## src/rtl/resize_coord_sequencer_pkg.sv

```systemverilog
// Shared types and constants for the resize coordinate sequencer.
//
// Contents:
//   FIX_W, FRAC_BITS, DIM_W - codebase-wide fixed-point and dimension widths
//   seq_states_t            - sequencer FSM state encoding
//   coef_rec_t              - record forwarded to the bilinear pixel-fetch stage
//   sfg_gen_in_t            - fields driven towards the scale-factor generator
//   sfg_gen_out_t           - fields returned by the scale-factor generator
//   clamp_limit()           - highest legal source coordinate for a dimension
package resize_coord_sequencer_pkg;

  localparam int FIX_W     = 32;
  localparam int FRAC_BITS = 18;
  localparam int DIM_W     = 12;

  typedef enum logic [2:0] {
    S_IDLE  = 3'd0,
    S_ISSUE = 3'd1,
    S_WAIT  = 3'd2,
    S_OUT   = 3'd3,
    S_FDONE = 3'd4
  } seq_states_t;

  typedef struct packed {
    logic [DIM_W-1:0]     sx;
    logic [DIM_W-1:0]     sy;
    logic [FRAC_BITS-1:0] fx;
    logic [FRAC_BITS-1:0] fy;
    logic [DIM_W-1:0]     dx;
    logic [DIM_W-1:0]     dy;
    logic                 eol;
    logic                 eof;
  } coef_rec_t;

  typedef struct packed {
    logic             start;
    logic             taken;
    logic [FIX_W-1:0] factor_x;
    logic [FIX_W-1:0] factor_y;
    logic [FIX_W-1:0] dx;
    logic [FIX_W-1:0] dy;
  } sfg_gen_in_t;

  typedef struct packed {
    logic             ready;
    logic             done;
    logic [FIX_W-1:0] fx;
    logic [FIX_W-1:0] fy;
    logic [FIX_W-1:0] sx;
    logic [FIX_W-1:0] sy;
  } sfg_gen_out_t;

  // A zero-sized source dimension behaves like a one-pixel image.
  function automatic logic [DIM_W-1:0] clamp_limit(input logic [DIM_W-1:0] src_dim);
    return (src_dim == '0) ? '0 : src_dim - DIM_W'(1);
  endfunction

endpackage

```

## src/rtl/resize_coord_sequencer_coord_clamp.sv

```systemverilog
// Combinational clamp of one generator coordinate/weight pair to the
// source image border. Used once for X and once for Y.
//
// Ports:
//   raw_coord [FIX_W]     integer source coordinate from the generator
//                         (two's complement wrap when negative)
//   raw_frac  [FRAC_BITS] fractional weight from the generator
//   src_dim   [DIM_W]     source dimension along this axis
//   coord     [DIM_W]     clamped coordinate
//   frac      [FRAC_BITS] clamped weight (0 whenever the coordinate is clamped)
module resize_coord_sequencer_coord_clamp
  import resize_coord_sequencer_pkg::*;
(
  input  logic [FIX_W-1:0]     raw_coord,
  input  logic [FRAC_BITS-1:0] raw_frac,
  input  logic [DIM_W-1:0]     src_dim,
  output logic [DIM_W-1:0]     coord,
  output logic [FRAC_BITS-1:0] frac
);

  logic [DIM_W-1:0] limit;
  logic             is_neg;
  logic             is_over;

  assign limit   = clamp_limit(src_dim);
  // The integer part occupies the upper FIX_W-FRAC_BITS bits of the
  // generator's fixed-point range; its top bit is the sign.
  assign is_neg  = raw_coord[FIX_W-FRAC_BITS-1];
  assign is_over = (raw_coord >= FIX_W'(limit));

  always_comb begin
    coord = raw_coord[DIM_W-1:0];
    frac  = raw_frac;
    if (is_neg) begin
      coord = '0;
      frac  = '0;
    end else if (is_over) begin
      coord = limit;
      frac  = '0;
    end
  end

endmodule

```

## src/rtl/resize_coord_sequencer.sv

```systemverilog
// Frame-level initiator for the scale-factor generator of the resize
// pipeline. Walks every destination pixel in raster order (dx inner, dy
// outer), runs one start/done/taken transaction with the generator per
// pixel, clamps the returned source coordinates to the source border and
// forwards one record per pixel downstream.
//
// Ports:
//   clk, resetn                  clock, synchronous active-low reset
//   frame_start                  pulse: latch cfg_* and begin a frame (ignored while busy)
//   cfg_dst_w/h, cfg_src_w/h     destination size, source clamp bounds
//   cfg_factor_x/y               src/dst ratio, fixed point
//   sfg_start, sfg_taken         request / result-consumed strobes to the generator
//   sfg_factor_x/y, sfg_dx/dy    held factors and current destination pixel
//   sfg_ready, sfg_done          generator idle / result valid
//   sfg_fx/fy, sfg_sx/sy         generator result
//   coef_valid, coef_ready       downstream record handshake
//   coef_sx/sy/fx/fy/dx/dy       clamped record fields
//   coef_eol, coef_eof           record is last of row / last of frame
//   busy, frame_done             frame in progress / pulse after last record accepted
//   dbg_state                    current FSM state
//
// Handshakes: the generator samples a request when sfg_start && sfg_ready
// are both high at a clock edge; sfg_taken is high only in the cycle
// sfg_done is seen in S_WAIT, so start and taken are never high together.
// Downstream, a record transfers on a clock edge where coef_valid &&
// coef_ready; while coef_valid is high without coef_ready every coef_*
// output holds its value. Only one pixel is ever in flight.
module resize_coord_sequencer
  import resize_coord_sequencer_pkg::*;
(
  input  logic                 clk,
  input  logic                 resetn,
  input  logic                 frame_start,
  input  logic [DIM_W-1:0]     cfg_dst_w,
  input  logic [DIM_W-1:0]     cfg_dst_h,
  input  logic [DIM_W-1:0]     cfg_src_w,
  input  logic [DIM_W-1:0]     cfg_src_h,
  input  logic [FIX_W-1:0]     cfg_factor_x,
  input  logic [FIX_W-1:0]     cfg_factor_y,
  output logic                 sfg_start,
  output logic                 sfg_taken,
  output logic [FIX_W-1:0]     sfg_factor_x,
  output logic [FIX_W-1:0]     sfg_factor_y,
  output logic [FIX_W-1:0]     sfg_dx,
  output logic [FIX_W-1:0]     sfg_dy,
  input  logic                 sfg_ready,
  input  logic                 sfg_done,
  input  logic [FIX_W-1:0]     sfg_fx,
  input  logic [FIX_W-1:0]     sfg_fy,
  input  logic [FIX_W-1:0]     sfg_sx,
  input  logic [FIX_W-1:0]     sfg_sy,
  output logic                 coef_valid,
  input  logic                 coef_ready,
  output logic [DIM_W-1:0]     coef_sx,
  output logic [DIM_W-1:0]     coef_sy,
  output logic [FRAC_BITS-1:0] coef_fx,
  output logic [FRAC_BITS-1:0] coef_fy,
  output logic [DIM_W-1:0]     coef_dx,
  output logic [DIM_W-1:0]     coef_dy,
  output logic                 coef_eol,
  output logic                 coef_eof,
  output logic                 busy,
  output logic                 frame_done,
  output seq_states_t          dbg_state
);

  seq_states_t state, state_nxt;

  // Frame configuration, frozen at frame_start.
  logic [DIM_W-1:0] dst_w_q, dst_h_q, src_w_q, src_h_q;
  logic [FIX_W-1:0] factor_x_q, factor_y_q;

  logic [DIM_W-1:0] dx_q, dy_q;
  coef_rec_t        rec_q;

  sfg_gen_out_t     sfg_rsp;
  sfg_gen_in_t      sfg_req;

  logic [DIM_W-1:0]     clamp_sx, clamp_sy;
  logic [FRAC_BITS-1:0] clamp_fx, clamp_fy;

  logic cfg_empty;
  logic launch;
  logic capture;
  logic accept;
  logic eol_now;
  logic eof_now;
  logic unused_frac_hi;

  assign sfg_rsp = '{ready: sfg_ready, done: sfg_done,
                     fx: sfg_fx, fy: sfg_fy, sx: sfg_sx, sy: sfg_sy};

  assign cfg_empty = (cfg_dst_w == '0) || (cfg_dst_h == '0);
  assign launch    = (state == S_IDLE) && frame_start;
  assign capture   = (state == S_WAIT) && sfg_rsp.done;
  assign accept    = (state == S_OUT) && coef_ready;
  assign eol_now   = (dx_q == dst_w_q - DIM_W'(1));
  assign eof_now   = eol_now && (dy_q == dst_h_q - DIM_W'(1));

  // Only the FRAC_BITS low bits of the weights carry information.
  assign unused_frac_hi = ^{sfg_rsp.fx[FIX_W-1:FRAC_BITS], sfg_rsp.fy[FIX_W-1:FRAC_BITS]};

  resize_coord_sequencer_coord_clamp u_clamp_x (
    .raw_coord (sfg_rsp.sx),
    .raw_frac  (sfg_rsp.fx[FRAC_BITS-1:0]),
    .src_dim   (src_w_q),
    .coord     (clamp_sx),
    .frac      (clamp_fx)
  );

  resize_coord_sequencer_coord_clamp u_clamp_y (
    .raw_coord (sfg_rsp.sy),
    .raw_frac  (sfg_rsp.fy[FRAC_BITS-1:0]),
    .src_dim   (src_h_q),
    .coord     (clamp_sy),
    .frac      (clamp_fy)
  );

  always_ff @(posedge clk) begin
    if (!resetn) begin
      state <= S_IDLE;
    end else begin
      state <= state_nxt;
    end
  end

  always_comb begin
    state_nxt = state;
    case (state)
      S_IDLE: begin
        if (frame_start) begin
          state_nxt = cfg_empty ? S_FDONE : S_ISSUE;
        end
      end
      S_ISSUE: begin
        if (sfg_rsp.ready) begin
          state_nxt = S_WAIT;
        end
      end
      S_WAIT: begin
        if (sfg_rsp.done) begin
          state_nxt = S_OUT;
        end
      end
      S_OUT: begin
        if (coef_ready) begin
          state_nxt = rec_q.eof ? S_FDONE : S_ISSUE;
        end
      end
      S_FDONE: begin
        state_nxt = S_IDLE;
      end
      default: begin
        state_nxt = S_IDLE;
      end
    endcase
  end

  always_ff @(posedge clk) begin
    if (!resetn) begin
      dst_w_q    <= '0;
      dst_h_q    <= '0;
      src_w_q    <= '0;
      src_h_q    <= '0;
      factor_x_q <= '0;
      factor_y_q <= '0;
      dx_q       <= '0;
      dy_q       <= '0;
      rec_q      <= '0;
    end else begin
      if (launch) begin
        dst_w_q    <= cfg_dst_w;
        dst_h_q    <= cfg_dst_h;
        src_w_q    <= cfg_src_w;
        src_h_q    <= cfg_src_h;
        factor_x_q <= cfg_factor_x;
        factor_y_q <= cfg_factor_y;
        dx_q       <= '0;
        dy_q       <= '0;
      end
      if (capture) begin
        rec_q <= '{sx: clamp_sx, sy: clamp_sy, fx: clamp_fx, fy: clamp_fy,
                   dx: dx_q, dy: dy_q, eol: eol_now, eof: eof_now};
      end
      // dx/dy are unchanged between capture and accept, so the captured
      // eol flag is the row-wrap condition.
      if (accept) begin
        if (rec_q.eol) begin
          dx_q <= '0;
          dy_q <= dy_q + DIM_W'(1);
        end else begin
          dx_q <= dx_q + DIM_W'(1);
        end
      end
    end
  end

  // Strobes are gated by resetn so a reset cycle never issues a request
  // or acknowledges a result.
  always_comb begin
    sfg_req          = '0;
    sfg_req.start    = resetn && (state == S_ISSUE) && sfg_rsp.ready;
    sfg_req.taken    = resetn && capture;
    sfg_req.factor_x = factor_x_q;
    sfg_req.factor_y = factor_y_q;
    sfg_req.dx       = FIX_W'(dx_q);
    sfg_req.dy       = FIX_W'(dy_q);
  end

  assign sfg_start    = sfg_req.start;
  assign sfg_taken    = sfg_req.taken;
  assign sfg_factor_x = sfg_req.factor_x;
  assign sfg_factor_y = sfg_req.factor_y;
  assign sfg_dx       = sfg_req.dx;
  assign sfg_dy       = sfg_req.dy;

  assign coef_valid = (state == S_OUT);
  assign coef_sx    = rec_q.sx;
  assign coef_sy    = rec_q.sy;
  assign coef_fx    = rec_q.fx;
  assign coef_fy    = rec_q.fy;
  assign coef_dx    = rec_q.dx;
  assign coef_dy    = rec_q.dy;
  assign coef_eol   = rec_q.eol;
  assign coef_eof   = rec_q.eof;

  assign busy       = (state != S_IDLE);
  assign frame_done = (state == S_FDONE);
  assign dbg_state  = state;

endmodule

```

## config.mk

```make
export PLATFORM = sky130hd
export DESIGN_NAME = resize_coord_sequencer
export DESIGN_NICKNAME = d
export VERILOG_FILES = /design/src/rtl/resize_coord_sequencer_pkg.sv /design/src/rtl/resize_coord_sequencer_coord_clamp.sv /design/src/rtl/resize_coord_sequencer.sv
export SDC_FILE = /design/constraint.sdc
export NUM_CORES = 1
export LEC_CHECK = 0
export CAP_MARGIN = 20
export CORE_MARGIN = 2
export CORE_UTILIZATION = 30
export CTS_CLUSTER_SIZE = 8
export DETAILED_ROUTE_END_ITERATION = 12
export PLACE_DENSITY = 0.69
export SLEW_MARGIN = 10
export SYNTH_ARGS = -nofsm -noshare
export SYNTH_HDL_FRONTEND = slang
export SYNTH_HIERARCHICAL = 1
export SYNTH_SLANG_ARGS = --single-unit
```

## constraint.sdc

```tcl
create_clock -name clk -period 6.63 [get_ports clk]
set_input_delay 1.326 -clock clk [delete_from_list [all_inputs] [get_ports clk]]
set_output_delay 1.326 -clock clk [all_outputs]
set_load 0.05 [all_outputs]
```

==> flow_summary.yaml <==
outcome:
  status: "completed"
yosys:
  synth.avg_cell_area_um2: 7.979
  synth_ff_type: "dfxtp_1"
  synth_top_family_by_area: "simple AND/OR/NAND/NOR gates"
  synth_cell_types: 78
  synth_edf_count: 0
  synthAdderAreaFrac_pct: 3.356
  seq_area_frac_synth_pct: 37.76
  async_flop_share_pct: 0
  yosys.area_share.simple_pct: 27.22
  synthXorXnorAreaFrac_pct: 3.073
  syn_area_um2: 11930
  yosysWarnings: 6
  ys_ff_latch: 225
  syn_inst: 1495
  synthMuxAreaShare_pct: 3.398
  synth-compound-area-share_pct: 18.37
cts:
  path_clk_slew_ns: 0.05
  clock_sinks: 225
  cts.htree.levels: 2
  cts_buffers: 34
  ctsHoldBuffers: 0
  cts_setup_buffers: 0
  cts_resized: 0
  clkLatencyLatePin_ns: 0.53
  cts_root_buf: "clkbuf_16"
  clock_path_buffers: 3
  cts_tree: "built"
layout:
  final_nets: 2114
  final_common_cell: "nand2_1"
  finish.instance_area_um2: 17020
  fillers: 3920
  final_cell_mix: "nand2_1, clkdlybuf4s50_1, dfxtp_1, a21boi_0, nor2_1"
  layout.cells.non_filler: 2368
  layout-drive-gt1-share_pct: 4.777
  area_growth_pct: 42.68
hold_path:
  hold_path_class: "reg -> reg"
critical_path:
  cp-start-kind: "input port"
  cp_data_required_time_ns: 5.30
  critPathArrivalTime_ns: 3.17
  crit_fanout: 3
  worstSetupEndpointType: "primary output"
  critPathKind: "in -> out"
job:
  drv_cap: 0
global_routing:
  grt_use_total_pct: 17.65
  overflow: 0
  grt_pass1_vias: 11140
  antenna_found_initial: 1
  grt_max_degree: 89
  grt_pass1_wl_um: 58750
sta:
  finalCritPeriodShare_pct: 67.81
  worst_pin_slew_ns: 0.9694
  drv_slew: 0
  grt_setup_unrepaired: "no"
  maxSlewHeadroom_pct: 35.37
  hold_viol: 0
  finClkSkew_ns: 0.02142
  timing.final.ws_setup_ns: 2.134
  fmax_mhz: 222.4
  setup_viol: 0
  finalCriticalPeriod_ns: 4.496
  setup_tns_ns: 0
placement:
  finalWeightedCongestion: 0.8661
  place_ws_ns: 2.083
  post-place-cells: 2325
  dp_hpwl_um: 26960
  place_area_um2: 16090
  portBuffers: 399
detailed_routing:
  wl_um: 37250
  drtIter0Drc: 480
  drt_first_pass_iters: 4
  ant_nets: 0
  via_per_inst: 4.750
  post_drt_wl_per_cell_um: 15.73
  route.detailed.drc: 0
  vias: 11250
floorplan:
  dieHeight_um: 203.4
  core-area_um2: 39460
  dieArea_um2: 41370
  die_width_um: 203.4
  core.rowCount: 73
  pin_count: 468
  start_util_pct: 30.23
power_and_ir_drop:
  peakVddDrop_uv: 189.7
  powerDensity_nw_per_um2: 236.2
  power_uw: 4020
  leakagePower_uw: 0.006146
[worst paths after layout]
check / start / to / slack (ns) / cells after the start
max reg2reg: src_w_q[0] / coef_sx[11] / 2.62 / 14
min reg2reg: coef_sx[10] / coef_sx[10] / 0.45 / 2
min: coef_sx[10] / coef_sx[10] / 0.45 / 2
max: sfg_done / sfg_taken / 2.13 / 4
[worst max-delay path, stage by stage]
cell and delay [ns]:
clkdlybuf4s50_1 0.55, nor4bb_4 0.26, and2_1 0.16, clkdlybuf4s50_1 0.87
[sequential cells by signal (all words and copies together) (netlist names), 18 cells and up]
register	flops
coef_fy	18
sfg_factor_y	32
sfg_factor_x	32
coef_fx	18
[cell usage after synthesis (all sizes together), types with 16 or more instances]
master	number	area, um^2
mux2	18	202.7
a21boi	202	1516
nand2	434	1632
a21oi	25	125.1
mux2i	18	180.2
nor3	16	85.08
dfxtp	225	4504
nand4	17	106.4
inv	17	63.81
nand3	22	110.1
clkbuf	70	264.0
nor2b	30	187.7
ha	32	400.4
o21ai	26	133.9
nor4	26	183.9
and2	45	282.8
buf	70	474.2
xnor2	18	157.7
nor2	51	193.9
xor2	23	209.0
[layout make-up]
type | count | area, um^2 | share of cell area [%]
Sequential cell | 225 | 4504 | 26.46
Timing Repair Buffer | 407 | 4055 | 23.83
Tap cell | 525 | 656.9 | 3.859
Clock inverter | 3 | 33.78 | 0.1985
Clock buffer | 39 | 889.6 | 5.227
Inverter | 17 | 63.81 | 0.3749
Multi-Input combinational cell | 1151 | 6814 | 40.04
Antenna cell | 1 | 2.502 | 0.01470
[cell families after synthesis]
kind of cell             Yosys count
buffers and inverters            158
other                              1
multiplexers                      37
flip-flops                       225
AO/OA/AOI/OAI                    297
XOR/XNOR                          41
adder cells (fa/ha/maj)           32
AND/OR/NAND/NOR                  704
[through the flow]
step | hold slack (ns) | util [%]
after floorplan | 0.4423 | -
after global placement | 0.4412 | 40.79
after detailed placement | 0.4475 | 40.79
after CTS | 0.4541 | 43.13
after global routing | 0.4733 | 43.13
final | 0.4513 | 43.13
[metal layers]
layer  GRT usage, %  vias up  part of all wire (%)
li1               -     5625                     -
met1          20.12     5230                    42
met2          30.86      347                    47
met3          6.024       46                   8.7
met4          5.683        0                   2.2
met5              0        -                     0
[report_power, final]
| part | total (uW) | leakage, uW | switching, uW | internal [uW] |
|---|---|---|---|---|
| registers | 1480 | 0.00183 | 60.8 | 1420 |
| clock network | 1550 | 0.000453 | 611 | 937 |
| logic | 993 | 0.00386 | 582 | 412 |
Power figures use the tool's default switching activity.
